$ cat src/rtl/serial_add_sub.sv
`default_nettype none
// ============================================================================
//  Module      : serial_add_sub
//  Description : Digit-serial adder/subtractor. Computes a WIDTH-bit
//                x + y + cin or x - y - cin, processing DIGIT bits per clock.
//                It produces a sum, carry-out, signed overflow and zero flag
//                and uses a start/busy/done handshake.
//  Ports       : clk    - clock, rising edge
//                rst_n  - synchronous active-low reset
//                start  - request an operation (honoured when busy=0)
//                sub    - 0: add, 1: subtract
//                x, y   - operands, sampled on the accepting edge
//                cin    - carry-in (add) / borrow-in (subtract)
//                busy   - operation in progress
//                done   - one-cycle completion pulse
//                z      - result register
//                cout   - carry out of MSB (subtract: 1 = no borrow)
//                oflow  - two's-complement overflow
//                zero   - z == 0
//  Revision    : 1.0 - initial release
// ============================================================================
module serial_add_sub #(
  parameter int WIDTH = 9,
  parameter int DIGIT = 3
) (
  input  logic             clk,
  input  logic             rst_n,
  input  logic             start,
  input  logic             sub,
  input  logic [WIDTH-1:0] x,
  input  logic [WIDTH-1:0] y,
  input  logic             cin,
  output logic             busy,
  output logic             done,
  output logic [WIDTH-1:0] z,
  output logic             cout,
  output logic             oflow,
  output logic             zero
);

  localparam int c_n  = WIDTH / DIGIT;
  localparam int c_cw = $clog2(c_n + 1);

  generate
    if ((WIDTH < 2) || (DIGIT < 1) || (DIGIT > WIDTH) || ((WIDTH % DIGIT) != 0)) begin : g_param_check
      $error("serial_add_sub: illegal WIDTH/DIGIT combination");
    end
  endgenerate

  typedef enum logic [0:0] {
    IDLE = 1'b0,
    RUN  = 1'b1
  } state_t;

  state_t           r_state;
  logic [c_cw-1:0]  r_cnt;
  logic             r_carry;
  logic [WIDTH-1:0] r_a;
  logic [WIDTH-1:0] r_b;
  logic [WIDTH-1:0] r_res;
  logic             r_busy;
  logic             r_done;
  logic [WIDTH-1:0] r_z;
  logic             r_cout;
  logic             r_oflow;
  logic             r_zero;

  logic [DIGIT:0]   w_sum;
  logic [DIGIT-1:0] w_s;
  logic             w_c;
  logic             w_cmsb;
  logic [WIDTH-1:0] w_next_res;
  logic             w_last;

  // One DIGIT-bit ripple step over the low digit of the operand registers.
  assign w_sum = {1'b0, r_a[DIGIT-1:0]} + {1'b0, r_b[DIGIT-1:0]} + (DIGIT+1)'(r_carry);
  assign w_s   = w_sum[DIGIT-1:0];
  assign w_c   = w_sum[DIGIT];

  // Carry into the top bit of this digit, recovered from the sum bit. On the
  // last digit this is the carry into bit WIDTH-1 (the carry register itself
  // when DIGIT=1).
  assign w_cmsb = r_a[DIGIT-1] ^ r_b[DIGIT-1] ^ w_s[DIGIT-1];

  // Result digits enter at the top so that after N steps the LSB digit has
  // arrived at bit 0.
  generate
    if (DIGIT == WIDTH) begin : g_full
      assign w_next_res = w_s;
    end else begin : g_part
      assign w_next_res = {w_s, r_res[WIDTH-1:DIGIT]};
    end
  endgenerate

  assign w_last = (r_cnt == c_cw'(c_n - 1));

  always_ff @(posedge clk) begin
    if (!rst_n) begin
      r_state <= IDLE;
      r_cnt   <= '0;
      r_carry <= 1'b0;
      r_a     <= '0;
      r_b     <= '0;
      r_res   <= '0;
      r_busy  <= 1'b0;
      r_done  <= 1'b0;
      r_z     <= '0;
      r_cout  <= 1'b0;
      r_oflow <= 1'b0;
      r_zero  <= 1'b1;
    end else begin
      r_done <= 1'b0;
      case (r_state)
        IDLE: begin
          if (start) begin
            // Subtract is x + ~y + ~cin, folded in once at acceptance.
            r_a     <= x;
            r_b     <= y ^ {WIDTH{sub}};
            r_carry <= cin ^ sub;
            r_cnt   <= '0;
            r_busy  <= 1'b1;
            r_state <= RUN;
          end
        end
        RUN: begin
          r_res   <= w_next_res;
          r_a     <= r_a >> DIGIT;
          r_b     <= r_b >> DIGIT;
          r_carry <= w_c;
          r_cnt   <= r_cnt + 1'b1;
          if (w_last) begin
            r_z     <= w_next_res;
            r_cout  <= w_c;
            r_oflow <= w_cmsb ^ w_c;
            r_zero  <= (w_next_res == '0);
            r_busy  <= 1'b0;
            r_done  <= 1'b1;
            r_state <= IDLE;
          end
        end
        default: r_state <= IDLE;
      endcase
    end
  end

  assign busy  = r_busy;
  assign done  = r_done;
  assign z     = r_z;
  assign cout  = r_cout;
  assign oflow = r_oflow;
  assign zero  = r_zero;

endmodule
`default_nettype wire

$ cat config.mk
export PLATFORM = sky130hd
export DESIGN_NAME = serial_add_sub
export DESIGN_NICKNAME = d
export VERILOG_FILES = /design/src/rtl/serial_add_sub.sv
export SDC_FILE = /design/constraint.sdc
export NUM_CORES = 1
export LEC_CHECK = 0
export ABC_CLOCK_PERIOD_IN_PS = 1990
export BUFFER_PORTS_ARGS = -buffer_cell sky130_fd_sc_hd__clkbuf_2
export CAP_MARGIN = 20
export CORE_AREA = 2 2 101 54
export CTS_CLUSTER_SIZE = 16
export DETAILED_ROUTE_END_ITERATION = 16
export DIE_AREA = 0 0 103 56
export PLACE_DENSITY = 0.61
export SKIP_LAST_GASP = 1
export SLEW_MARGIN = 30
export SYNTH_ARGS = -nofsm -noshare
export SYNTH_HDL_FRONTEND = slang
export SYNTH_SLANG_ARGS = --single-unit
$ cat constraint.sdc
create_clock -name clk -period 1.99 [get_ports clk]
set_clock_uncertainty 0.2 [all_clocks]
set_input_delay 0.199 -clock clk [delete_from_list [all_inputs] [get_ports clk]]
set_output_delay 0.199 -clock clk [all_outputs]
set_load 0.005 [all_outputs]
=== Yosys cells after proc, flatten, opt, wreduce, memory -nomap -nowiden ===
Index checks and enable logic that the tools add are counted.

* Register bits: 45

* Eq/ne operators: 3
* Reductions and logical operators: 4
* Mux-type cells: 15
* $add $sub $neg: 3
* Bitwise operators: 6

{| class="wikitable"
|+ Operators with widths
! kind !! count
|-
| one-hot mux 9 bit (2 select lines) || 2
|-
| two-way mux 9 bit || 2
|-
| logical NOT 9 bit || 1
|-
| XOR 9 bit || 1
|-
| two-way mux 1 bit || 6
|-
| one-hot mux 1 bit (2 select lines) || 3
|-
| AND reduction 2 bit || 3
|-
| adder 3 x 3 -> 4 bit || 1
|-
| adder 4 x 1 -> 4 bit || 1
|-
| one-hot mux 2 bit (2 select lines) || 1
|-
| XOR 1 bit || 4
|-
| adder 2 x 1 -> 2 bit, second input constant || 1
|-
| equality test 2 bit, second input constant || 1
|-
| two-way mux 2 bit || 1
|-
| inequality test 2 x 1 -> 1 bit, second input constant || 1
|-
| inequality test 2 bit, second input constant || 1
|-
| NOT 1 bit || 1
|}

=== Depth between registers and ports, before layout ===
Gate-level depths: netlist of run 1.

* Word-level depth: 4
* Depth in mapped cells: 6
* Depth with buffers taken out: 6

=== Worst setup path before layout of run 1 ===
OpenSTA, ideal clock, no wires.

* Path kind: register to register
* Start: reg r_carry
* End: reg r_zero (netlist: zero)
* Slack: 0.185 ns
* Cell stages (with the launch flop): 7
* Arrival time: 1.481 ns
* Setup time: 0.124 ns
* Required time: 1.666 ns
* Cells stage by stage: dfxtp_1 fa_1 inv_1 fa_1 nor4b_1 nand2_1 o31ai_1

* Word-level cells in the longest chain between the ends: 2

{| class="wikitable"
|+ Ends and longest elaborated chain
! element !! RTL line !! text
|-
| start: declaration || 57 || <nowiki>logic r_carry;</nowiki>
|-
| start signal: assignment || 119 || <nowiki>r_carry <= cin ^ sub;</nowiki>
|-
| start signal: assignment || 129 || <nowiki>r_carry <= w_c;</nowiki>
|-
| adder 4 x 1 -> 4 bit || 76 || <nowiki>assign w_sum = {1'b0, r_a[DIGIT-1:0]} + {1'b0, r_b[DIGIT-1:0]} + (DIGIT+1)'(r_carry);</nowiki>
|-
| logical NOT 9 bit || 135 || <nowiki>r_zero <= (w_next_res == '0);</nowiki>
|-
| end signal: assignment || 135 ||
|-
| end: declaration || 66 || <nowiki>logic r_zero;</nowiki>
|}

No other way between the ends.
A chain may end at the register's enable or synchronous reset.

=== Worst setup path after layout of run 1 ===
Same ends and word-level chain as after synthesis.

==> metrics.csv, run 1 <==
metric;value;unit
outcome;finished clean;
cts_buffer_depth;2;
cpPeakStageDelay;460;ps
dp_hpwl;2670;µm
power_density;769;nW/µm²
finalPower;1.71;mW
start_util;39.3;%
first_iter_violations;34;
period_share;96.2;%
slew_headroom;69.2;%
first_pass_iters;4;
reg2regPathDepth;6;
rsz0062_at_grt;true;
wl_per_cell;12.4;µm
fp-row-count;18;
area_delta_synth_final;17.5;%
worst_path_max_delay_cell;fa_1;
grtUsageMet3;4.52;%
synth_warnings;0;
die_w;103;µm
fp.dieH;56;µm
cts_root_buffer;clkbuf_8;
critPathLaunch;r_carry;
netlist_area;1900;µm²
hold_violations;0;
busiest_layer;met2;
max_cap_viol_count;0;
final_layout_size_suffix_gt1_share;25.5;%
cp-end-kind;register;
io_buffers;36;
p_leak;0.965;nW
place_congestion;0.728;
grt_pass1_vias;1410;
worst_slew_pin_slew;462;ps
crit_fanout;3;
clk_pin_slew;80;ps
synthCells;196;
finalSetupTns;0;ps
grtUsageMet2;22.1;%
ir_worst_vdd;265;µV
cts.sinks;42;
min_path_cells;3;
met1_usage;18.2;%
clock_latency;290;ps
final_nets;262;
syn_nets;224;
synth_top_cell_by_area;dfxtp_1;
viasPerCell;4.65;
finalSetupViolCount;0;
cp_cell_sequence;fa_1 -> inv_1 -> fa_1 -> nor4b_4 -> nand2_1 -> o31ai_1;
layout_commonest_cell;dfxtp_1;
cts_max_level;2;
hp-class;primary input to register;
drc;0;
cts_buffers;5;
overflow;0;
worst_hold_path.endpoint;r_b[7];
report.final.slew_viol_count;0;
worst_ep_required_time;1970;ps
r2r_end;zero;
ys_types;31;
grt_pass1_wl;6390;µm
seq_area_frac_synth;44.4;%
fmax;0.522;GHz
avgSynthCellArea;9.67;µm²
reg2reg_from;r_carry;
hold_start;y[7];
antenna_found_initial;0;
startpoint_type;register;
antenna_left;0;
num_vias;1419;
min_period;1910;ps
cp.arrival;1890;ps
grt_max_degree;28;
antenna_cells;0;
cts_tree;yes;
yosys.area.top_type_share;44.4;%
r2r_slack;80;ps
cp_common_cell;fa_1;
crit_family;adder cells;
cts_setup_buffers;0;
design.core.area;4820;µm²
ys_ff_latch;42;
io_pins;37;
die_area;5770;µm²
path_buf_inv;1;
synth_area_leaders;dfxtp_1 (44%), mux2i_1 (11%), nor2_1 (5.1%), buf_6 (3.6%), mux2_2 (3.6%);
layout_common_cells;dfxtp_1 (40), clkbuf_2 (36), nor2_1 (26);
drt_wl_total;3780;µm
grt_use_total;14.2;%
criticalPathCategory;register to register;
flip-flops by register name (all words and copies together), names as in the netlist:
name     flops
busy         1
r_cnt        2
r_carry      1
r_state      1
r_b          9
r_a          9
cout         1
oflow        1
r_res        6
done         1
zero         1
z            9
synth_stat cells, drive strengths merged:
cell    number
o31ai        1
a21oi       12
ha           3
nand3        7
o21ai        8
nor3b        2
nor2        26
a31o         1
a211oi       9
buf         13
o21bai       1
nand2b       2
nor3         1
nand2       18
inv          6
fa           2
xnor2        5
nor4         1
a21o         2
xor2         6
and2         1
mux2i       20
mux2         6
nor4b        1
dfxtp       42
stage by stage:
step	setup slack, ps	utilization [%]	area (µm²)	instances	hold slack, ps
6_report	75.2	46.2	2230	305	3.58
5_1_grt	-35.1	46.2	2230	305	7.51
4_1_cts	22.9	45.8	2210	305	2.52
3_5_place_dp	53.1	43.1	2080	293	248
3_3_place_gp	103	43.1	2080	293	235
2_1_floorplan	185	-	1900	196	146
worst reg2reg max path, stage by stage, from the launching register on:
cell	delay, ps
dfxtp_2	340
fa_1	440
inv_1	90
fa_1	460
nor4b_4	160
nand2_1	60
o31ai_1	50
routing by layer:
metal	share of wire [%]	up-vias	wire length [µm]
met3	4.7	5	177
li1	-	745	-
met1	49	641	1830
met5	0	-	0
met2	46	28	1720
met4	1.2	0	44
cell type report:
class / count / area [µm²]
repair buffers: 44 / 250
fillers: 506 / 2590
well taps: 70 / 87.6
clock buffers: 7 / 86.3
clock inverters: 1 / 5.00
inverters: 6 / 22.5
flip-flops and latches: 42 / 843
multi-input cells: 135 / 932
how the worst max path moves through the flow:
| stage | to | slack [ps] | cells past startpoint |
|---|---|---|---|
| after floorplan | zero | 190 | 6 |
| after global placement | zero | 100 | 6 |
| after detailed placement | zero | 50 | 6 |
| after CTS | zero | 20 | 6 |
| after global routing | zero | -40 | 6 |
| final | zero | 80 | 6 |
cells by family after synthesis:
| kind of cell | after synthesis | share of synthesized area, % |
|---|---|---|
| AOI/OAI and AO/OA | 34 | 11.2 |
| xor gates and xnor gates | 11 | 5.08 |
| adders and majority gates | 5 | 4.09 |
| buffers and inverters | 19 | 7.26 |
| DFF | 42 | 44.4 |
| muxes | 26 | 14.1 |
| and+or+nand+nor | 59 | 13.9 |
report_power, final:
group / internal (mW) / total, mW / switching, mW
Combinational: 0.118 / 0.240 / 0.122
Clock: 0.280 / 0.563 / 0.283
Sequential: 0.881 / 0.908 / 0.0280
timing repair:
action / in CTS / in global routing
resized for setup: 0 / 4
endpoints found under the setup margin: 0 / 1
hold buffers: 4 / 0
endpoints found under the hold margin: 4 / 0
No activity file was read; power rests on OpenSTA's default activity.
==> inputs of run 2 (changes only) <==
==> constraint.sdc (replaced) <==
create_clock -name clk -period 1.99 [get_ports clk]
set_clock_uncertainty 0.2 [all_clocks]
set_input_delay 0.0995 -clock clk [delete_from_list [all_inputs] [get_ports clk]]
set_output_delay 0.0995 -clock clk [all_outputs]
set_load 0.005 [all_outputs]
==> run 2 against run 1 <==
  * The run now ends with hold timing left
  * Routed wire length is 1.9% higher
  * First-iteration DRC count is 26% higher
  * Critical endpoint unchanged
  * Global-route usage is 0.24 points higher
  * Via count is 3.2% higher
  * Largest cell class unchanged
  * Critical path type unchanged
  * Die area stayed put
==> metrics.csv, run 2 (synthesized netlist as in run 1, its figures left out) <==
metric;value;unit
outcome;finished with violations;
violations;hold timing;
worst_slew_pin_slew;458;ps
layout_setup_ws;75.2;ps
critical_path_depth;6;
die_w;103;µm
grt_use_total;14.5;%
period_share;96.2;%
final_nets;274;
worst_path_max_delay_cell;fa_1;
overflow;0;
reg2regPathDepth;6;
finalSetupViolCount;0;
place_area;2080;µm²
dp_hpwl;2670;µm
fmax;0.522;GHz
layout_common_cells;dfxtp_1 (40), clkbuf_2 (36), nor2_1 (26);
final_layout_size_suffix_gt1_share;24.3;%
worst_ep_required_time;1970;ps
grt_max_degree;28;
fp-row-count;18;
hold_start;x[0];
clk_pin_slew;80;ps
cts_setup_buffers;0;
crit_fanout;3;
cts_buffers;5;
cts_tree;yes;
min_path_cells;4;
reg2reg_from;r_carry;
worst_hold_path.endpoint;r_a[0];
cellInternalPower;1.29;mW
slew_headroom;69.4;%
p_clk_share;32.6;%
finalSetupTns;0;ps
holdWs;-0.502;ps
place_congestion;0.728;
antenna_cells;0;
dp_slack;53.1;ps
grt_pass1_vias;1434;
antenna_found_initial;0;
path_buf_inv;1;
cpPeakStageDelay;460;ps
clock_latency;290;ps
cp.arrival;1890;ps
hp-class;primary input to register;
area_delta_synth_final;23.8;%
report.final.slew_viol_count;0;
design.core.area;4820;µm²
drt_wl_total;3850;µm
crit_family;adder cells;
finalPower;1.73;mW
cp_common_cell;fa_1;
cts.sinks;42;
first_pass_iters;4;
drc;0;
fin_util;48.7;%
p_sw;0.438;mW
p_leak;1.01;nW
cp-end-kind;register;
p_comb_share;14.9;%
cts_buffer_depth;2;
p_seq_share;52.4;%
start_util;39.3;%
r2r_end;zero;
min_period;1910;ps
cp_cell_sequence;fa_1 -> inv_1 -> fa_1 -> nor4b_4 -> nand2_1 -> o31ai_1;
max_cap_viol_count;0;
hold_violations;1;
cts_max_level;2;
startpoint_type;register;
fin_area;2350;µm²
antenna_left;0;
criticalPathCategory;register to register;
wl_per_cell;12.1;µm
layout_commonest_cell;dfxtp_1;
io_pins;37;
io_buffers;36;
die_area;5770;µm²
power_density;738;nW/µm²
grt_pass1_wl;6510;µm
rsz0062_at_grt;true;
num_vias;1464;
cts_root_buffer;clkbuf_8;
first_iter_violations;43;
fp.dieH;56;µm
ir_worst_vdd;270;µV
viasPerCell;4.62;
p_sw_share;25.3;%
r2r_slack;80;ps
run 2: how the worst max path moves through the flow:
stage,from,endpoint,slack (ps)
detailed placement,r_carry,zero,50
global placement,r_carry,zero,100
global route,r_b[0],zero,-40
CTS,r_carry,zero,20
finish,r_carry,zero,80
floorplan,r_carry,zero,190
run 2: power by group through the flow:
| stage | clock network, mW | logic [mW] | registers [mW] |
|---|---|---|---|
| 2_1_floorplan | 0 | 0.176 | 0.919 |
| 3_3_place_gp | 0 | 0.217 | 0.925 |
| 3_5_place_dp | 0 | 0.223 | 0.927 |
| 4_1_cts | 0.583 | 0.249 | 0.907 |
| 5_1_grt | 0.615 | 0.288 | 0.915 |
| 6_report | 0.565 | 0.258 | 0.908 |
run 2: final cells by class:
class                      count  area [µm²]
timing repair buffer          56         370
multi-input combinational    135         932
tap                           70        87.6
clock inverter                 1        5.00
fill                         497        2470
inverter                       6        22.5
clock buffer                   7        86.3
sequential                    42         843
run 2: through the flow:
step | cells | hold slack (ps)
CTS | 317 | 4.67
detailed placement | 293 | 152
finish | 317 | -0.502
floorplan | 196 | 46.7
global route | 317 | 39.8
global placement | 293 | 135
run 2: tightest hold or removal path: stages:
cell      delay (ps)
clkbuf_2          80
mux2_2           130
mux2i_1           60
nor2_1            80
run 2: repair_timing:
item	CTS	global route
hold endpoints to repair	16	0
gates resized for setup	0	4
setup endpoints to repair	0	1
hold buffers	16	0
run 2: routing by layer:
layer,vias to the layer above,routed length [µm],global-route usage (%)
li1,769,-,-
met1,663,1880,19.0
met2,27,1750,22.0
met3,5,175,4.52
met4,0,44,5.83
met5,-,0,0
==> inputs of run 3 (changes only) <==
Settings changed: CORE_AREA 2 2 101 54 to 2 2 76 71, DIE_AREA 0 0 103 56 to 0 0 78 73, GPL_ROUTABILITY_DRIVEN set to 0.
==> run 3 against run 2 <==
  * The flow now finishes without violations
  * Sequential cell count did not move
  * Setup slack improved by 61 ps
  * Sequential share of layout area grew 0.42 points
  * Core utilization decreased by 2.3 points
  * Count of clock-buffer cells in the layout unchanged
  * Global-route usage decreased by 0.49 points
  * Register-to-register slack improved by 60 ps
  * First-iteration DRC count increased by 26%
  * Sequential power is essentially flat
  * Critical endpoint unchanged
  * Largest power group unchanged
==> metrics.csv, run 3 (synthesized netlist as in run 1, its figures left out) <==
metric;value;unit
cts_max_level;2;
hp-class;primary input to register;
place_area;2070;µm²
grt_use_total;14.0;%
holdWs;5.17;ps
die_area;5690;µm²
cts.sinks;42;
period_share;93.2;%
cp-end-kind;register;
first_iter_violations;54;
layout_commonest_cell;dfxtp_1;
final_nets;274;
cts_buffer_depth;2;
hold_start;y[2];
outcome;finished clean;
numPlacedInstances;290;
grt_pass1_wl;6350;µm
cts_buffers;5;
fillers;504;
r2r_slack;140;ps
num_vias;1456;
design.core.area;5000;µm²
min_period;1850;ps
start_util;37.9;%
slew_headroom;67.3;%
drc;0;
dp_hpwl;2570;µm
critPathLaunch;r_carry;
reg2reg_from;r_carry;
fp.dieH;73;µm
ir_worst_vdd;318;µV
worst_ep_required_time;1990;ps
fin_util;46.4;%
p_leak;0.995;nW
finalSetupTns;0;ps
antenna_cells;0;
clk_pin_slew;70;ps
cp.arrival;1850;ps
antenna_left;0;
grt_max_degree;28;
io_buffers;36;
fmax;0.539;GHz
criticalPathCategory;register to register;
startpoint_type;register;
area_delta_synth_final;22.6;%
die_w;78;µm
max_cap_viol_count;0;
report.final.slew_viol_count;0;
cts_root_buffer;clkbuf_8;
overflow;0;
rsz0062_at_grt;false;
finalSetupViolCount;0;
stdcell_count;313;
viasPerCell;4.65;
crit_fanout;3;
layout_common_cells;dfxtp_1 (39), clkbuf_2 (36), nor2_1 (26);
wl_per_cell;11.8;µm
crit_end;zero;
drt_wl_total;3700;µm
r2r_end;zero;
final_layout_size_suffix_gt1_share;24.4;%
reg2regPathDepth;6;
first_pass_iters;4;
fp-row-count;25;
fin_area;2320;µm²
antenna_found_initial;0;
grt_pass1_vias;1435;
cts_tree;yes;
clock_latency;280;ps
power_density;713;nW/µm²
io_pins;37;
cts_setup_buffers;0;
worst_slew_pin_slew;491;ps
hold_violations;0;
## run 3: worst min path at each step
stage | slack (ps) | end | cells after the start
after floorplan | 50 | r_a[6] | 2
after global placement | 140 | r_a[6] | 3
after detailed placement | 150 | r_a[7] | 3
after CTS | 3 | r_b[2] | 4
after global routing | 20 | r_b[4] | 4
final | 5 | r_b[2] | 4
## run 3: repair_timing
action | CTS | global route
gates resized for setup | 0 | 5
endpoints found under the setup margin | 0 | 3
hold buffers | 16 | 0
endpoints found under the hold margin | 16 | 0
## run 3: routing by layer
layer | vias to the layer above | GRT usage [%] | routed length [µm]
met1 | 659 | 17.0 | 1800
li1 | 761 | - | -
met2 | 31 | 24.8 | 1720
met3 | 5 | 3.34 | 149
met5 | - | 0 | 0
met4 | 0 | 4.09 | 33
## run 3: area by class of cell
type                    instances  area [µm²]  share of cell area, %
clock buffers                   7        76.3                   3.28
inverters                       6        22.5                  0.969
multi-input cells             135         926                   39.8
flip-flops and latches         42         845                   36.3
well taps                      67        83.8                   3.61
repair buffers                 56         370                   15.9
## run 3: per-stage QoR
stage	setup slack, ps	total power [mW]
finish	136	1.66
global route	7.10	1.74
CTS	56.7	1.68
detailed placement	76.7	1.15
global placement	107	1.14
floorplan	185	1.10
## run 3: critical path, stage by stage (launching register included)
cell and delay, ps:
dfxtp_2 350, fa_2 210, inv_1 50, fa_1 510
nor4b_2 200, nand2_1 70, o31ai_1 180
## run 3: where the power goes
group	switching, mW	internal (mW)
clock	0.260	0.242
sequential	0.0285	0.881
combinational	0.118	0.129
total	0.406	1.25
